--- src/rtl/datamem_con_arb_pkg.sv ---
// rtl/datamem_con_arb_pkg.sv - shared FSM encoding, byte-enable set and address window defaults
package datamem_con_arb_pkg;

    typedef enum logic [1:0] {
        ST_IDLE   = 2'd0,
        ST_ACCESS = 2'd1,
        ST_RESP   = 2'd2
    } state_t;

    localparam logic [3:0] BE_READ    = 4'b0000;
    localparam logic [3:0] BE_WORD    = 4'b1111;
    localparam logic [3:0] BE_HALF_LO = 4'b0011;
    localparam logic [3:0] BE_HALF_HI = 4'b1100;
    localparam logic [3:0] BE_BYTE0   = 4'b0001;
    localparam logic [3:0] BE_BYTE1   = 4'b0010;
    localparam logic [3:0] BE_BYTE2   = 4'b0100;
    localparam logic [3:0] BE_BYTE3   = 4'b1000;

    localparam logic [9:0] WIN_LO_DEF = 10'h200;
    localparam logic [9:0] WIN_HI_DEF = 10'h3FF;

    // Only naturally aligned byte, halfword and word lanes reach the memory.
    function automatic logic be_legal(input logic [3:0] be);
        case (be)
            BE_READ, BE_WORD, BE_HALF_LO, BE_HALF_HI,
            BE_BYTE0, BE_BYTE1, BE_BYTE2, BE_BYTE3: be_legal = 1'b1;
            default:                                be_legal = 1'b0;
        endcase
    endfunction

endpackage

--- src/rtl/datamem_con_arb_rr_pick.sv ---
// rtl/datamem_con_arb_rr_pick.sv - combinational round-robin selector starting after the last grant
module rr_pick #(
    parameter int NREQ = 3,
    parameter int IW   = (NREQ > 1) ? $clog2(NREQ) : 1
) (
    input  logic [NREQ-1:0] i_valid,
    input  logic [IW-1:0]   i_last,
    output logic [NREQ-1:0] o_grant,
    output logic [IW-1:0]   o_idx,
    output logic            o_any
);

    // Candidate distance k walks last+1 .. last+NREQ, so the previous winner is tried last.
    always_comb begin
        o_grant = '0;
        o_idx   = '0;
        o_any   = 1'b0;
        for (int k = 1; k <= NREQ; k++) begin
            for (int i = 0; i < NREQ; i++) begin
                if (!o_any && i_valid[i] && (i == ((int'(i_last) + k) % NREQ))) begin
                    o_any      = 1'b1;
                    o_grant[i] = 1'b1;
                    o_idx      = IW'(i);
                end
            end
        end
    end

endmodule

--- src/rtl/datamem_con_arb.sv ---
// rtl/datamem_con_arb.sv - round-robin arbiter giving protocol controllers access to datamem port B
module datamem_con_arb
    import datamem_con_arb_pkg::*;
#(
    parameter int         NREQ   = 3,
    parameter logic [9:0] WIN_LO = WIN_LO_DEF,
    parameter logic [9:0] WIN_HI = WIN_HI_DEF
) (
    input  logic                 clk,
    input  logic                 rst,
    input  logic [NREQ-1:0]      req_valid,
    input  logic [4*NREQ-1:0]    req_we,
    input  logic [10*NREQ-1:0]   req_addr,
    input  logic [32*NREQ-1:0]   req_wdata,
    output logic [NREQ-1:0]      req_ready,
    output logic [NREQ-1:0]      rsp_valid,
    output logic [NREQ-1:0]      rsp_err,
    output logic [31:0]          rsp_rdata,
    output logic [3:0]           con_write,
    output logic [9:0]           con_addr,
    output logic [31:0]          con_in,
    input  logic [31:0]          con_out
);

    localparam int IW = (NREQ > 1) ? $clog2(NREQ) : 1;

    state_t        r_state;
    state_t        w_next;
    logic [IW-1:0] r_last_grant;
    logic [IW-1:0] r_win;
    logic [3:0]    r_we;
    logic [9:0]    r_addr;
    logic [31:0]   r_wdata;
    logic          r_illegal;
    logic [31:0]   r_rdata;

    logic [NREQ-1:0] w_grant;
    logic [IW-1:0]   w_idx;
    logic            w_any;
    logic [3:0]      w_sel_we;
    logic [9:0]      w_sel_addr;
    logic [31:0]     w_sel_wdata;
    logic            w_sel_illegal;

    rr_pick #(
        .NREQ (NREQ),
        .IW   (IW)
    ) u_rr_pick (
        .i_valid (req_valid),
        .i_last  (r_last_grant),
        .o_grant (w_grant),
        .o_idx   (w_idx),
        .o_any   (w_any)
    );

    always_comb begin
        w_sel_we    = '0;
        w_sel_addr  = '0;
        w_sel_wdata = '0;
        for (int i = 0; i < NREQ; i++) begin
            if (w_grant[i]) begin
                w_sel_we    = req_we[4*i +: 4];
                w_sel_addr  = req_addr[10*i +: 10];
                w_sel_wdata = req_wdata[32*i +: 32];
            end
        end
    end

    // Widened compare keeps the upper window check meaningful when WIN_HI is the top address.
    assign w_sel_illegal = ({1'b0, w_sel_addr} < {1'b0, WIN_LO}) ||
                           ({1'b0, w_sel_addr} > {1'b0, WIN_HI}) ||
                           !be_legal(w_sel_we);

    always_ff @(posedge clk) begin
        if (rst) begin
            r_state <= ST_IDLE;
        end else begin
            r_state <= w_next;
        end
    end

    always_comb begin
        w_next = r_state;
        case (r_state)
            ST_IDLE:   w_next = w_any ? ST_ACCESS : ST_IDLE;
            ST_ACCESS: w_next = ST_RESP;
            ST_RESP:   w_next = ST_IDLE;
            default:   w_next = ST_IDLE;
        endcase
    end

    always_comb begin
        req_ready = '0;
        rsp_valid = '0;
        rsp_err   = '0;
        rsp_rdata = '0;
        con_write = '0;
        con_addr  = '0;
        con_in    = '0;
        if (!rst) begin
            rsp_rdata = r_rdata;
            case (r_state)
                ST_IDLE: begin
                    req_ready = w_grant;
                end
                ST_ACCESS: begin
                    con_addr  = r_addr;
                    con_in    = r_wdata;
                    con_write = r_illegal ? 4'b0000 : r_we;
                end
                ST_RESP: begin
                    rsp_valid[r_win] = 1'b1;
                    rsp_err[r_win]   = r_illegal;
                end
                default: ;
            endcase
        end
    end

    // Port B is clocked on ~clk, so con_out already holds the addressed word at the end of ACCESS.
    always_ff @(posedge clk) begin
        if (rst) begin
            r_last_grant <= IW'(NREQ - 1);
            r_win        <= '0;
            r_we         <= '0;
            r_addr       <= '0;
            r_wdata      <= '0;
            r_illegal    <= 1'b0;
            r_rdata      <= '0;
        end else begin
            if (r_state == ST_IDLE && w_any) begin
                r_last_grant <= w_idx;
                r_win        <= w_idx;
                r_we         <= w_sel_we;
                r_addr       <= w_sel_addr;
                r_wdata      <= w_sel_wdata;
                r_illegal    <= w_sel_illegal;
            end
            if (r_state == ST_ACCESS) begin
                r_rdata <= r_illegal ? 32'h0 : con_out;
            end
        end
    end

endmodule

--- config.mk ---
export PLATFORM = sky130hd
export DESIGN_NAME = datamem_con_arb
export DESIGN_NICKNAME = d
export VERILOG_FILES = /design/src/rtl/datamem_con_arb_pkg.sv /design/src/rtl/datamem_con_arb_rr_pick.sv /design/src/rtl/datamem_con_arb.sv
export SDC_FILE = /design/constraint.sdc
export NUM_CORES = 1
export LEC_CHECK = 0
export ABC_AREA = 0
export CAP_MARGIN = 25
export CORE_MARGIN = 8
export CORE_UTILIZATION = 34
export CTS_BUF_LIST = sky130_fd_sc_hd__clkbuf_8 sky130_fd_sc_hd__clkbuf_16
export DETAILED_ROUTE_END_ITERATION = 10
export GPL_TIMING_DRIVEN = 0
export PLACE_DENSITY = 0.77
export REMOVE_ABC_BUFFERS = 1
export SYNTH_ARGS = -nofsm -noshare
export SYNTH_HDL_FRONTEND = slang
export SYNTH_SLANG_ARGS = --single-unit
--- constraint.sdc ---
create_clock -name clk -period 2.45 [get_ports clk]
set_input_delay 0.245 -clock clk [delete_from_list [all_inputs] [get_ports clk]]
set_output_delay 0.245 -clock clk [all_outputs]
set_load 0.03 [all_outputs]
* After elaboration in Yosys (flattened, before gate mapping)
Memories as Yosys holds them, arrays and structs flattened.
Cells that the tools add are included.
** Operators by class
- $add $sub $neg :: 3
- Div/mod/pow operators :: 3
- Magnitude comparators :: 3
- Equality and inequality tests :: 8
- Multiplexer cells :: 53
- Bitwise operators :: 1
- Reductions and logical operators :: 33
** Operators by type and width (number)
- 2-to-1 mux 32 bit :: 7
- equality test 2 x 32 -> 1 bit, first input constant :: 3
- equality test 3 x 32 -> 1 bit, first input constant :: 3
- zero test 32 bit :: 3
- remainder unit 32 x 3 -> 32 bit, second input constant :: 3
- 2-to-1 mux 10 bit :: 5
- 2-to-1 mux 4 bit :: 6
- 2-to-1 mux 1 bit :: 20
- logical AND 1 bit :: 19
- 2-to-1 mux 3 bit :: 6
- 2-to-1 mux 2 bit :: 7
- < comparator 10 bit, second input constant :: 1
- zero test 1 bit :: 9
- adder 2 x 2 -> 3 bit, second input constant :: 2
- case mux 2 bit (2 select lines) :: 1
- adder 2 x 1 -> 3 bit, second input constant :: 1
- AND 3 bit :: 1
- < comparator 2 x 3 -> 1 bit, second input constant :: 1
- demux 1 bit (select 2 bit) :: 1
- equality test 2 x 1 -> 1 bit, second input constant :: 1
- equality test 2 bit, second input constant :: 1
- greater-or-equal comparator 2 x 1 -> 1 bit, second input constant :: 1
- zero test 2 bit :: 1
- logical OR 1 bit :: 1
** Storage, ports and cells
- Register bits :: 85
- Memory bits (read-only) :: 16
- Output and inout bits :: 87
- Memories :: 1
** Memory list
- (no name shown) :: depth 16, width 1, read ports 1, clocked after Yosys merged registers in 0, wr ports 0, line datamem_con_arb_pkg.sv:24 : case (be)

* Depth between registers and ports, before layout
An unclocked memory read counts as a cell.
- Word-level depth :: 41
- Depth in mapped cells :: 10
- Depth with buffers taken out :: 9

* Cells and area by module
From an unflattened synthesis, not the netlist that was laid out.
** Unflattened totals
- Cells, all modules :: 606
- Area total of the unflattened synthesis :: 4616.9 sq um
** Modules (own cells, without submodules)
- datamem_con_arb :: instances 1, cells each 586, area each 4473.0 sq um, seq. area each 1681.6 sq um
- rr_pick :: instances 1, cells each 20, area each 143.9 sq um, seq. area each 0.0 sq um

* Worst setup path before layout
No wires, ideal clock.
- Path kind :: register -> register
- Start :: reg r_last_grant[0]
- End :: reg r_illegal
- Arrival :: 2.477 ns
- Path slack :: -0.160 ns
- Stages on the path, launching flop included :: 10
- Clock period less this slack :: 2.610 ns
- Path through :: dfxtp_1 inv_1 ha_1 nand2b_1 a2111oi_4 buf_2 a222oi_1 ha_1 a32oi_1 o41ai_2
** Between the ends
- Cells in the longest elaborated chain, start to end :: 41
- Elaborated cells on any way between the ends :: 68
** Ends and longest elaborated chain
- from (decl) :: line datamem_con_arb.sv:29 : logic [IW-1:0] r_last_grant;
- from (signal assigned) :: line datamem_con_arb.sv:123 : r_last_grant <= IW'(NREQ - 1);
- from (signal assigned) :: line datamem_con_arb.sv:132 : r_last_grant <= w_idx;
- adder 2 x 1 -> 3 bit :: line datamem_con_arb_rr_pick.sv:20 : if (!o_any && i_valid[i] && (i == ((int'(i_last) + k) % NREQ))) begin
- remainder unit 32 x 3 -> 32 bit :: line datamem_con_arb_rr_pick.sv:20
- zero test 32 bit :: line datamem_con_arb_rr_pick.sv:20
- logical AND 1 bit :: line datamem_con_arb_rr_pick.sv:20
- 2-to-1 mux 1 bit :: line datamem_con_arb_rr_pick.sv:20
- zero test 1 bit :: line datamem_con_arb_rr_pick.sv:20
- logical AND 1 bit (2 in series) :: line datamem_con_arb_rr_pick.sv:20
- 2-to-1 mux 1 bit :: line datamem_con_arb_rr_pick.sv:20
- [... 23 more ...]
- 2-to-1 mux 1 bit :: line datamem_con_arb_rr_pick.sv:20
- zero test 1 bit :: line datamem_con_arb_rr_pick.sv:20
- logical AND 1 bit (2 in series) :: line datamem_con_arb_rr_pick.sv:20
- 2-to-1 mux 1 bit :: line datamem_con_arb_rr_pick.sv:20
- 2-to-1 mux 4 bit :: line datamem_con_arb.sv:61 : if (w_grant[i]) begin
- memory read (16 x 1 bit)
- zero test 1 bit :: line datamem_con_arb.sv:72 : !be_legal(w_sel_we);
- logical OR 1 bit :: line datamem_con_arb.sv:71 : ({1'b0, w_sel_addr} > {1'b0, WIN_HI}) ||
- to (signal assigned) :: line datamem_con_arb.sv:137 : r_illegal <= w_sel_illegal;
- to (decl) :: line datamem_con_arb.sv:34 : logic r_illegal;
Several ways; a longest one is shown, not always the timed one.
A chain may end at the register's enable or synchronous reset.

* Worst setup path in the final report
Ends and elaborated chain as after synthesis.

==> impl_metrics.json <==
{
  "routedWlPerCell_um": 19.3,
  "cts_inserted_buffers": 9,
  "synth_fa_ha_area_frac": 0.00855,
  "grtUsageTotal": 0.218,
  "worst_pin_slew_ns": 0.659,
  "vias": 5055,
  "clkSlewWorstSetupHoldPaths_ns": 0.06,
  "cp-end-kind": "flop",
  "critical_path_arrival_ns": 2.68,
  "worst_slack_ns": -0.0103,
  "fin_cells": 987,
  "wl_mm": 19.1,
  "syn_area_um2": 4390,
  "cp-start-kind": "flop",
  "finalSetupViolations": 1,
  "synth_ff_type": "dfxtp_1",
  "slew_headroom": 0.561,
  "rows": 41,
  "hold_viol_final": 0,
  "finClkSkew_ns": 0.00760,
  "htreeDepth": 3,
  "grt_max_degree": 53,
  "port_buffers": 261,
  "gp_congestion": 0.823,
  "vdd_drop_max_v": 0.000634,
  "synth_compound_area_frac": 0.238,
  "fin_crit_sh": 1.00,
  "synth-xor-area-share": 0.00200,
  "r2r_slack_ns": -0.01,
  "fin_setup_tns_ns": -0.0103,
  "outcome": "finished with violations",
  "grt_pass1_vias": 5140,
  "synth_top_family_by_area": "simple AND/OR/NAND/NOR gates",
  "grt_overflow": 0,
  "cellPowerDensity_nw_per_um2": 1010,
  "place_inst": 945,
  "holdWs_ns": 0.390,
  "die-area_um2": 16800,
  "cts.sinks": 84,
  "grt_setup_unrepaired": "true",
  "syn_area_per_cell_um2": 7.99,
  "hpwl_mm": 13.5,
  "maxCapViolCount": 0,
  "synth_seq_cells": 84,
  "fin_crit_ns": 2.46,
  "avgViaCountPerCell": 5.12,
  "fmax_mhz": 406,
  "synth-edff-count": 0,
  "drc": 0,
  "netlist_instances": 549,
  "hold_path_class": "in2reg",
  "async_reset_ff_frac": 0,
  "layout_commonest_cell": "clkdlybuf4s50_1",
  "ios": 262,
  "clk_path_buf_depth": 2,
  "critPathKind": "reg2reg",
  "power_leakage_nw": 3.22,
  "core_area_um2": 12600,
  "yosys_warnings": 0,
  "area_growth_pct": 77.3,
  "cp_max_fo": 5,
  "root_buffer": "clkbuf_16",
  "antenna_cells": 0,
  "ys_types": 34,
  "drtIter0Drc": 270,
  "yosysSeqAreaShare": 0.383,
  "antenna_found_initial": 0,
  "yosys-mux-area-fraction": 0,
  "required_ns": 2.67,
  "grt_pass1_wl_mm": 27.9,
  "die_y_um": 130,
  "final_cell_mix": "clkdlybuf4s50_1, a21oi_1, dfxtp_1",
  "initial_core_util": 0.348,
  "drive_above_1_share": 0.117,
  "report.final.slew_viol_count": 0,
  "cts_tree": "yes",
  "yosys.area_share.simple": 0.324,
  "fp.dieW_um": 130,
  "clock_latency_ns": 0.35,
  "layout.nets": 988,
  "violations": "setup timing",
  "antenna_left": 0,
  "drtPass1Iterations": 5
}
## repair_timing
| action | 4_1_cts | 5_1_grt |
|---|---|---|
| setup endpoints to repair | 136 | 59 |
| pin swaps | 6 | 3 |
| hold buffers | 0 | 0 |
| resized for setup | 124 | 7 |
| setup buffers | 20 | 1 |
| cloned | 5 | 0 |
## cells by family after synthesis
| logic type | after synthesis |
|---|---|
| AND/OR/NAND/NOR | 259 |
| AO/OA/AOI/OAI | 151 |
| flip-flops | 84 |
| buffers and inverters | 51 |
| adder cells (fa/ha/maj) | 3 |
| XOR/XNOR | 1 |
## report_power, final
part           switching, mW  internal [mW]
combinational           2.46           2.12
sequential             0.204           1.84
clock                  0.563          0.704
total                   3.23           4.66
## per-layer routing
metal	up-vias	track usage	part of all wire	routed length [um]
met5	-	0	0	0
li1	2417	-	-	-
met2	196	0.391	0.52	9840
met3	37	0.0485	0.065	1240
met1	2405	0.240	0.39	7430
met4	0	0.0970	0.029	559
## worst max-delay path: stages (launching register included)
cell and delay [ns]:
dfxtp_4 0.37, inv_2 0.06, ha_4 0.30, nand2b_4 0.18, a21oi_4 0.07, o21a_4 0.24, a222oi_1 0.36, buf_4 0.20
ha_1 0.23, a32oi_2 0.20, o41ai_2 0.12
## synth_stat cells, drive strengths merged (2+ instances only)
cell type   n  area, um^2
nand2      74         278
ha          3        37.5
clkbuf     43         161
o32ai       2        17.5
dfxtp      84        1680
a221o      41         410
nor2       10        37.5
nor2b      35         219
nand3b      2        15.0
a21oi      93         465
or3         3        18.8
a211oi      4        30.0
nor3        4        25.0
a2111oi     2        36.3
a222oi      2        20.0
and2       51         319
buf         2        8.75
nand2b     76         475
inv         6        22.5
## final timing paths
path	from	cells after the start	to
worst max register to register	r_last_grant[0]	10	r_illegal
worst min-delay path	rst	2	r_addr[9]
worst max-delay path	r_last_grant[0]	10	r_illegal
worst min register to register	r_addr[9]	2	r_addr[9]
## flip-flops by register name (all words and copies together) (netlist names)
name and flops:
r_addr 10, r_illegal 1, r_last_grant 2, r_rdata 32, r_state 2, r_wdata 32, r_we 4, r_win 1
## layout make-up
class	instances	area (um^2)
Clock buffer	10	239
Inverter	6	22.5
Multi-Input combinational cell	419	2700
Clock inverter	6	31.3
Sequential cell	84	1690
Timing Repair Buffer	290	2890
Tap cell	172	215
Fill cell	1125	4840
## through the flow
| step | utilization | worst slack [ns] | total power, mW | instance area (um^2) |
|---|---|---|---|---|
| floorplan | - | -2.25 | 4.57 | 4220 |
| global placement | 0.558 | -5.73 | 5.82 | 7050 |
| detailed placement | 0.573 | -1.16 | 6.20 | 7230 |
| CTS | 0.616 | 0.00900 | 7.90 | 7770 |
| global route | 0.617 | -0.0748 | 8.39 | 7780 |
| finish | 0.617 | -0.0103 | 7.89 | 7780 |
Power figures use the tool's default switching activity.
